===== config.mk =====
export PLATFORM = sky130hd
export DESIGN_NAME = multdiv_sequencer_flat
export DESIGN_NICKNAME = d
export VERILOG_FILES = /design/src/rtl/multdiv_sequencer_pkg.sv /design/src/rtl/multdiv_sequencer_if.sv /design/src/rtl/multdiv_sequencer.sv /design/src/flat_wrapper.sv
export SDC_FILE = /design/constraint.sdc
export NUM_CORES = 1
export LEC_CHECK = 0
export CORE_UTILIZATION = 40
export CTS_BUF_LIST = sky130_fd_sc_hd__clkbuf_8
export DETAILED_ROUTE_END_ITERATION = 10
export GPL_TIMING_DRIVEN = 0
export PLACE_DENSITY = 0.82
export RECOVER_POWER = 25
export SYNTH_ARGS = -nofsm -noshare
export SYNTH_HDL_FRONTEND = slang
export SYNTH_SLANG_ARGS = --single-unit
export TNS_END_PERCENT = 30

===== constraint.sdc =====
create_clock -name clock -period 2.25 [get_ports clock]
set_input_delay 0.45 -clock clock [delete_from_list [all_inputs] [get_ports clock]]
set_output_delay 0.45 -clock clock [all_outputs]
set_load 0.01 [all_outputs]

===== src/rtl/multdiv_sequencer_pkg.sv =====
// rtl/multdiv_sequencer_pkg.sv - shared CPU types and constants for the multdiv sequencer
package multdiv_sequencer_pkg;

  typedef enum logic [1:0] {
    IDLE = 2'd0,
    BUSY = 2'd1,
    DONE = 2'd2
  } md_state_e;

  localparam logic [4:0]  REG_RSTATUS        = 5'd30;
  localparam logic [31:0] STATUS_MUL_DEFAULT = 32'd4;
  localparam logic [31:0] STATUS_DIV_DEFAULT = 32'd5;

  // rstatus value for an excepting or timed-out op; the ALU overflow path uses the same codes
  function automatic logic [31:0] status_code(input logic is_div,
                                              input logic [31:0] s_mul,
                                              input logic [31:0] s_div);
    return is_div ? s_div : s_mul;
  endfunction

endpackage


===== src/rtl/multdiv_sequencer_if.sv =====
// rtl/multdiv_sequencer_if.sv - operand/start/result bundle between sequencer and multdiv unit
interface multdiv_sequencer_if;
  logic [31:0] md_opA;
  logic [31:0] md_opB;
  logic        ctrl_MULT;
  logic        ctrl_DIV;
  logic [31:0] data_result;
  logic        data_exception;
  logic        data_resultRDY;

  modport master (
    output md_opA, md_opB, ctrl_MULT, ctrl_DIV,
    input  data_result, data_exception, data_resultRDY
  );

  modport slave (
    input  md_opA, md_opB, ctrl_MULT, ctrl_DIV,
    output data_result, data_exception, data_resultRDY
  );
endinterface


===== src/rtl/multdiv_sequencer.sv =====
// rtl/multdiv_sequencer.sv - issues mul/div to the multicycle unit, stalls the front end, returns one result strobe
module multdiv_sequencer
  import multdiv_sequencer_pkg::*;
#(
  parameter int          MAX_CYCLES = 40,
  parameter logic [31:0] STATUS_MUL = STATUS_MUL_DEFAULT,
  parameter logic [31:0] STATUS_DIV = STATUS_DIV_DEFAULT
) (
  input  logic                clock,
  input  logic                reset,
  input  logic                dx_mul,
  input  logic                dx_div,
  input  logic [4:0]          dx_rd,
  input  logic [31:0]         dx_a,
  input  logic [31:0]         dx_b,
  input  logic                flush,
  multdiv_sequencer_if.master md,
  output logic                stall,
  output logic                busy,
  output logic [4:0]          multdiv_rd,
  output logic                res_valid,
  output logic [4:0]          res_rd,
  output logic [31:0]         res_data
);

  localparam int            CW      = $clog2(MAX_CYCLES + 1);
  localparam logic [CW-1:0] CNT_MAX = CW'(MAX_CYCLES);

  md_state_e   state_q, state_d;
  logic [CW-1:0] count_q;
  logic [4:0]  rd_q;
  logic        is_div_q;
  logic [31:0] opa_q, opb_q;
  logic        mult_q, div_q;
  logic [4:0]  res_rd_q;
  logic [31:0] res_data_q;

  logic start_req;
  logic timeout;
  logic finish;
  logic exc;

  assign start_req = (dx_mul | dx_div) & ~flush;
  assign timeout   = (count_q == CNT_MAX);
  // A timeout reaches DONE without ready and is reported like an exception
  assign exc       = ~md.data_resultRDY | md.data_exception;

  always_comb begin
    state_d    = state_q;
    stall      = 1'b0;
    multdiv_rd = 5'd0;
    finish     = 1'b0;
    case (state_q)
      IDLE: begin
        if (start_req) begin
          state_d = BUSY;
          stall   = 1'b1;
        end
      end
      BUSY: begin
        stall      = 1'b1;
        multdiv_rd = rd_q;
        if (flush) begin
          state_d = IDLE;
        end else if (md.data_resultRDY || timeout) begin
          state_d = DONE;
          finish  = 1'b1;
        end
      end
      DONE: begin
        multdiv_rd = res_rd_q;
        state_d    = IDLE;
      end
      default: state_d = IDLE;
    endcase
  end

  always_ff @(posedge clock) begin
    if (reset) begin
      state_q    <= IDLE;
      count_q    <= '0;
      rd_q       <= 5'd0;
      is_div_q   <= 1'b0;
      opa_q      <= 32'd0;
      opb_q      <= 32'd0;
      mult_q     <= 1'b0;
      div_q      <= 1'b0;
      res_rd_q   <= 5'd0;
      res_data_q <= 32'd0;
    end else begin
      state_q    <= state_d;
      mult_q     <= 1'b0;
      div_q      <= 1'b0;
      res_rd_q   <= 5'd0;
      res_data_q <= 32'd0;
      if (state_q == IDLE && start_req) begin
        opa_q    <= dx_a;
        opb_q    <= dx_b;
        rd_q     <= dx_rd;
        is_div_q <= ~dx_mul;
        count_q  <= '0;
        mult_q   <= dx_mul;
        div_q    <= ~dx_mul;
      end
      if (state_q == BUSY && !timeout) begin
        count_q <= count_q + CW'(1);
      end
      if (finish) begin
        res_rd_q   <= exc ? REG_RSTATUS : rd_q;
        res_data_q <= exc ? status_code(is_div_q, STATUS_MUL, STATUS_DIV) : md.data_result;
      end
    end
  end

  assign md.md_opA   = opa_q;
  assign md.md_opB   = opb_q;
  assign md.ctrl_MULT = mult_q;
  assign md.ctrl_DIV  = div_q;

  assign busy      = (state_q != IDLE);
  assign res_valid = (state_q == DONE);
  assign res_rd    = res_rd_q;
  assign res_data  = res_data_q;

endmodule

===== src/flat_wrapper.sv =====
// flat-port wrapper written by rule: the top's interface ports become plain ports
module multdiv_sequencer_flat import multdiv_sequencer_pkg::*;
#(
  parameter int          MAX_CYCLES = 40,
  parameter logic [31:0] STATUS_MUL = STATUS_MUL_DEFAULT,
  parameter logic [31:0] STATUS_DIV = STATUS_DIV_DEFAULT
)
  (clock, reset, dx_mul, dx_div, dx_rd, dx_a, dx_b, flush, stall, busy, multdiv_rd, res_valid, res_rd, res_data, md_md_opA, md_md_opB, md_ctrl_MULT, md_ctrl_DIV, md_data_result, md_data_exception, md_data_resultRDY);
  multdiv_sequencer_if md_i ();
  input  logic clock;
  input  logic reset;
  input  logic dx_mul;
  input  logic dx_div;
  input  logic [4:0] dx_rd;
  input  logic [31:0] dx_a;
  input  logic [31:0] dx_b;
  input  logic flush;
  output logic stall;
  output logic busy;
  output logic [4:0] multdiv_rd;
  output logic res_valid;
  output logic [4:0] res_rd;
  output logic [31:0] res_data;
  output wire logic [$bits(md_i.md_opA)-1:0] md_md_opA;
  output wire logic [$bits(md_i.md_opB)-1:0] md_md_opB;
  output wire logic [$bits(md_i.ctrl_MULT)-1:0] md_ctrl_MULT;
  output wire logic [$bits(md_i.ctrl_DIV)-1:0] md_ctrl_DIV;
  input wire logic [$bits(md_i.data_result)-1:0] md_data_result;
  input wire logic [$bits(md_i.data_exception)-1:0] md_data_exception;
  input wire logic [$bits(md_i.data_resultRDY)-1:0] md_data_resultRDY;
  assign md_md_opA = md_i.md_opA;
  assign md_md_opB = md_i.md_opB;
  assign md_ctrl_MULT = md_i.ctrl_MULT;
  assign md_ctrl_DIV = md_i.ctrl_DIV;
  assign md_i.data_result = md_data_result;
  assign md_i.data_exception = md_data_exception;
  assign md_i.data_resultRDY = md_data_resultRDY;
  multdiv_sequencer #(.MAX_CYCLES(MAX_CYCLES), .STATUS_MUL(STATUS_MUL), .STATUS_DIV(STATUS_DIV)) u_core (.clock(clock), .reset(reset), .dx_mul(dx_mul), .dx_div(dx_div), .dx_rd(dx_rd), .dx_a(dx_a), .dx_b(dx_b), .flush(flush), .md(md_i), .stall(stall), .busy(busy), .multdiv_rd(multdiv_rd), .res_valid(res_valid), .res_rd(res_rd), .res_data(res_data));
endmodule

=== Word-level counts from Yosys, hierarchy flattened ===
Index checks and enable logic that the tools add are counted.

* Flip-flop bits (word level): 117
* Output and inout port bits: 111
* Word-level logic and storage cells: 51

* Add/subtract/negate cells: 1
* Equality and inequality tests: 5
* Multiplexer cells: 15
* Bitwise logic cells: 8
* Reductions and logical operators: 11

{| class="wikitable"
|+ Operator list
! cell !! number
|-
| $mux W32 || 1
|-
| $mux W6 || 2
|-
| $pmux W5 S2 || 1
|-
| $add A6 B1 Y6 const B || 1
|-
| $eq A6 B6 Y1 const B || 1
|-
| $mux W2 || 3
|-
| $mux W1 || 5
|-
| $mux W5 || 1
|-
| $not A1 Y1 || 5
|-
| $pmux W2 S2 || 1
|-
| $reduce_bool A2 Y1 || 2
|-
| $reduce_or A2 Y1 || 2
|-
| $ne A3 B2 Y1 const B || 1
|-
| $reduce_or A3 Y1 || 1
|-
| $eq A2 B1 Y1 const B || 1
|-
| $eq A2 B2 Y1 const B || 1
|-
| $logic_and A1 B1 Y1 || 2
|-
| $logic_not A2 Y1 || 1
|-
| $ne A2 B1 Y1 const B || 1
|-
| $or A1 B1 Y1 || 2
|-
| $pmux W1 S2 || 1
|-
| $reduce_and A2 Y1 || 1
|-
| $and A1 B1 Y1 || 1
|-
| $logic_not A1 Y1 || 1
|-
| $logic_or A1 B1 Y1 || 1
|}

=== Longest topological paths before layout ===
* Depth in word-level cells: 7
* Gate-level depth with buffers: 9

=== Worst setup path before layout ===
No wires, ideal clock.

* Path type: register to output
* From: register u_core.state_q[0]
* To: output port stall
* Arrival time: 1.382 ns
* Data required time: 1.800 ns
* Setup slack: 0.418 ns
* Stages on the path, launching flop included: 8
* Path through: dfxtp_1 > inv_1 > ha_1 > inv_1 > or3_1 > clkbuf_1 > buf_6 > nand2b_1

* Cells in the longest elaborated chain, start to end: 2
* Elaborated cells between the ends (all ways): 3
* Those cells by class: eq/ne (1); mux (1); reduce/logical (1)

{| class="wikitable"
|+ RTL lines
! item !! RTL line !! source
|-
| start: declaration || multdiv_sequencer.sv:29 || <nowiki>md_state_e state_q, state_d;</nowiki>
|-
| start signal: assignment || multdiv_sequencer.sv:91 || <nowiki>state_q <= state_d;</nowiki>
|-
| $eq A2 B1 Y1 / $logic_not A2 Y1 (equally long branches) || multdiv_sequencer.sv:53 || <nowiki>case (state_q)</nowiki>
|-
| $pmux W1 S2 (*) || multdiv_sequencer.sv:53 ||
|-
| end: declaration || flat_wrapper.sv:18 || <nowiki>output logic stall;</nowiki>
|}

Mark *: on every way between the ends. The rest lies on a longest branch, timed or not.

=== Final worst setup path ===
Ends and elaborated chain as after synthesis.

==> flow_metrics.py <==
metrics = {
    "cts": {
        "cts_made_buffers": 17,
        "cts_tree": "done",
        "cts_buffer_depth": 2,
        "clk_pin_slew_ns": 0.06,
        "cts_sinks": 117,
        "root_buffer": "clkbuf_8",
        "hold_buffers": 0,
        "htreeDepth": 4,
        "clkLatencyLatePin_ns": 0.42,
    },
    "setup_path": {
        "cp_slowest_cell": "or3_4",
        "start_kind": "flop",
        "crit_family": "simple AND/OR/NAND/NOR gates",
        "crit_fanout": 5,
        "path_cells": "inv_2, ha_2, inv_1, or3_4, nand2b_1, buf_2",
        "worstSetupPathType": "flop to output port",
        "cp.arrival_ns": 1.73,
        "cp.required_ns": 1.80,
        "cpPeakStageDelay_ns": 0.42,
        "cp-end-kind": "output port",
        "worst-path-buf-inv": 3,
    },
    "place": {
        "dp.final_hpwl_um": 8800,
        "port_buffers": 217,
        "gp_congestion": 0.789,
    },
    "final_layout": {
        "fin_nets": 816,
        "drive_above_1_share_pct": 8.27,
        "area_delta_synth_final_pct": 67.5,
        "n_antenna_cell": 0,
    },
    "yosys": {
        "async_reset_ff_share_pct": 0,
        "synth_cell_type_count": 34,
        "yosysTopAreaCell": "dfxtp_1",
        "yosys_most_used_dff": "dfxtp_1",
        "muxShareOfSynthArea_pct": 0.764,
        "synth_edf_count": 0,
        "synth_area_um2": 4090,
        "yosysSeqAreaShare_pct": 57.2,
        "synth_top_family_by_area": "simple AND/OR/NAND/NOR gates",
        "synth_top_area_share_pct": 57.2,
        "synth_fp_nets": 578,
        "synth_warnings": 0,
        "synth-xor-area-share_pct": 0,
        "synthTopCellsByArea": "dfxtp_1 (57%), nand2_1 (13%), a21oi_1 (9.3%), and2_1 (4.9%), ha_1 (1.8%)",
        "avgSynthCellArea_um2": 8.82,
        "post-synth-top-count-cell": "nand2_1",
        "synth_compound_area_share_pct": 13.3,
        "ys_ff_latch": 117,
        "yosys.area_share.simple_pct": 22.6,
        "ys_top_cells_by_count": "nand2_1 (142), dfxtp_1 (117), a21oi_1 (76), and2_1 (32), clkbuf_1 (19)",
        "syn_inst": 464,
        "synth_fa_ha_area_share_pct": 1.83,
    },
    "job": {
        "drv_cap": 0,
    },
    "global_route": {
        "grt_pass1_vias": 3763,
        "grt_max_degree": 17,
        "grt_use_total_pct": 21.8,
        "grt_first_pass_wirelength_um": 17500,
        "overflow": 0,
        "grt_antenna_before_repair": 0,
    },
    "detailed_routing": {
        "wire_per_inst_um": 13.9,
        "drcViolationCount": 0,
        "drtIter0Drc": 115,
        "ant_nets": 0,
        "first_pass_iters": 4,
        "drt-vias-per-instance": 4.69,
        "drt_wl_total_um": 11800,
        "vias": 3964,
    },
    "floorplanning": {
        "die_y_um": 103,
        "initial_core_util_pct": 41.5,
        "dieArea_um2": 10600,
        "core_region_area_um2": 9860,
        "ios": 219,
        "die_w_um": 103,
        "rows": 36,
    },
    "power": {
        "finalPower_mw": 5.55,
        "irDropWorstVdd_v": 0.000488,
        "p_per_area_nw_per_um2": 809,
        "p_leak_nw": 2.57,
    },
    "sta": {
        "setup_tns_ns": 0,
        "hold_viol": 0,
        "worst_clock_skew_ns": 0.00862,
        "slew_violations": 0,
        "fmaxAchievable_mhz": 458,
        "tightestPinTransition_ns": 0.588,
        "finalSetupViolCount": 0,
        "finalCritPeriodShare_pct": 97.0,
        "fin_crit_ns": 2.18,
        "relSlewSlack_pct": 60.5,
    },
    "worst_hold_path": {
        "worstHoldPathType": "primary input to flop",
    },
    "run_status": {
        "status": "finished clean",
    },
}
## layer usage
layer	GRT usage (%)	part of all wire [%]	vias up
li1	-	-	1986
met1	21.7	37	1770
met2	39.5	51	182
met3	9.02	9.6	26
met4	10.3	2.9	0
met5	0	0	-
## layout make-up
cell class	instances	area, µm²
Clock buffer	21	289
Buffer	28	148
Tap cell	133	166
Sequential cell	117	2340
Inverter	6	22.5
Clock inverter	9	103
Fill cell	772	3010
Timing Repair Buffer	221	2190
Multi-Input combinational cell	311	1590
## state kept, by name (all words and copies together) (netlist names)
| name | flops |
|---|---|
| u_core.res_data | 32 |
| u_core.is_div_q | 1 |
| u_core.state_q | 2 |
| u_core.md.md_opB | 32 |
| u_core.md.ctrl_MULT | 1 |
| u_core.rd_q | 5 |
| u_core.md.ctrl_DIV | 1 |
| u_core.count_q | 6 |
| u_core.res_rd | 5 |
| u_core.md.md_opA | 32 |
## worst paths after layout
kind / cells after the start / endpoint / slack [ns] / startpoint
max: 6 / stall / 0.07 / u_core.state_q[0]
min: 2 / u_core.md.ctrl_DIV / 0.45 / dx_mul
max reg2reg: 7 / u_core.md.md_opA[1] / 0.34 / u_core.state_q[0]
min reg2reg: 2 / u_core.md.md_opA[7] / 0.45 / u_core.md.md_opA[7]
## power breakdown
group	switching, mW	leakage [nW]	internal [mW]
registers	0.0971	0.953	2.25
clock network	0.803	0.195	1.08
logic	0.640	1.42	0.678
## cell families (layout without fill, tap and decap cells)
logic type                 Yosys count  in the layout
DFF                                117            117
adders and majority gates            6              6
muxes                                3              3
and+or+nand+nor                    204            204
AOI/OAI and AO/OA                   98             98
buffers and inverters               36            285
## per-stage QoR
| step | hold WS (ns) | instances | instance area, µm² | utilization, % | setup slack (ns) |
|---|---|---|---|---|---|
| final | 0.450 | 846 | 6860 | 69.5 | 0.0680 |
| after global routing | 0.456 | 846 | 6860 | 69.5 | -0.00502 |
| after CTS | 0.431 | 842 | 6810 | 69.0 | -0.0145 |
| after detailed placement | 0.446 | 814 | 6430 | 65.2 | -0.522 |
| after global placement | 0.443 | 814 | 6430 | 65.2 | -0.493 |
| after floorplan | 0.440 | 464 | 4090 | - | 0.418 |
## layout by cell type (no fill, tap or decap), types with 2 or more instances in the layout
cell type and n:
clkdlybuf4s15_1 2, clkbuf_8 21, buf_4 4, dlygate4sd2_1 5, nand2b_1 4, nand2_1 142
ha_2 2, mux2i_1 2, clkbuf_1 18, buf_6 5, o21a_1 6, nor2b_1 5
buf_2 5, ha_1 4, dfxtp_1 115, bufinv_16 2, a21oi_1 76, o21ai_0 3
and2_1 32, nor2_1 3, nor3_1 3, a22oi_2 4, dfxtp_2 2, inv_2 2
nand3_1 6, clkdlybuf4s50_1 208, and3_1 2, inv_1 4, a211oi_1 3, clkinv_2 4
clkinvlp_4 3
## repair_timing
| item | in CTS | in global routing |
|---|---|---|
| pin swaps | 1 | 1 |
| setup buffers | 0 | 4 |
| endpoints found under the setup margin | 8 | 5 |
| resized for setup | 18 | 8 |
Note: power is estimated with default switching activity, not from simulation.
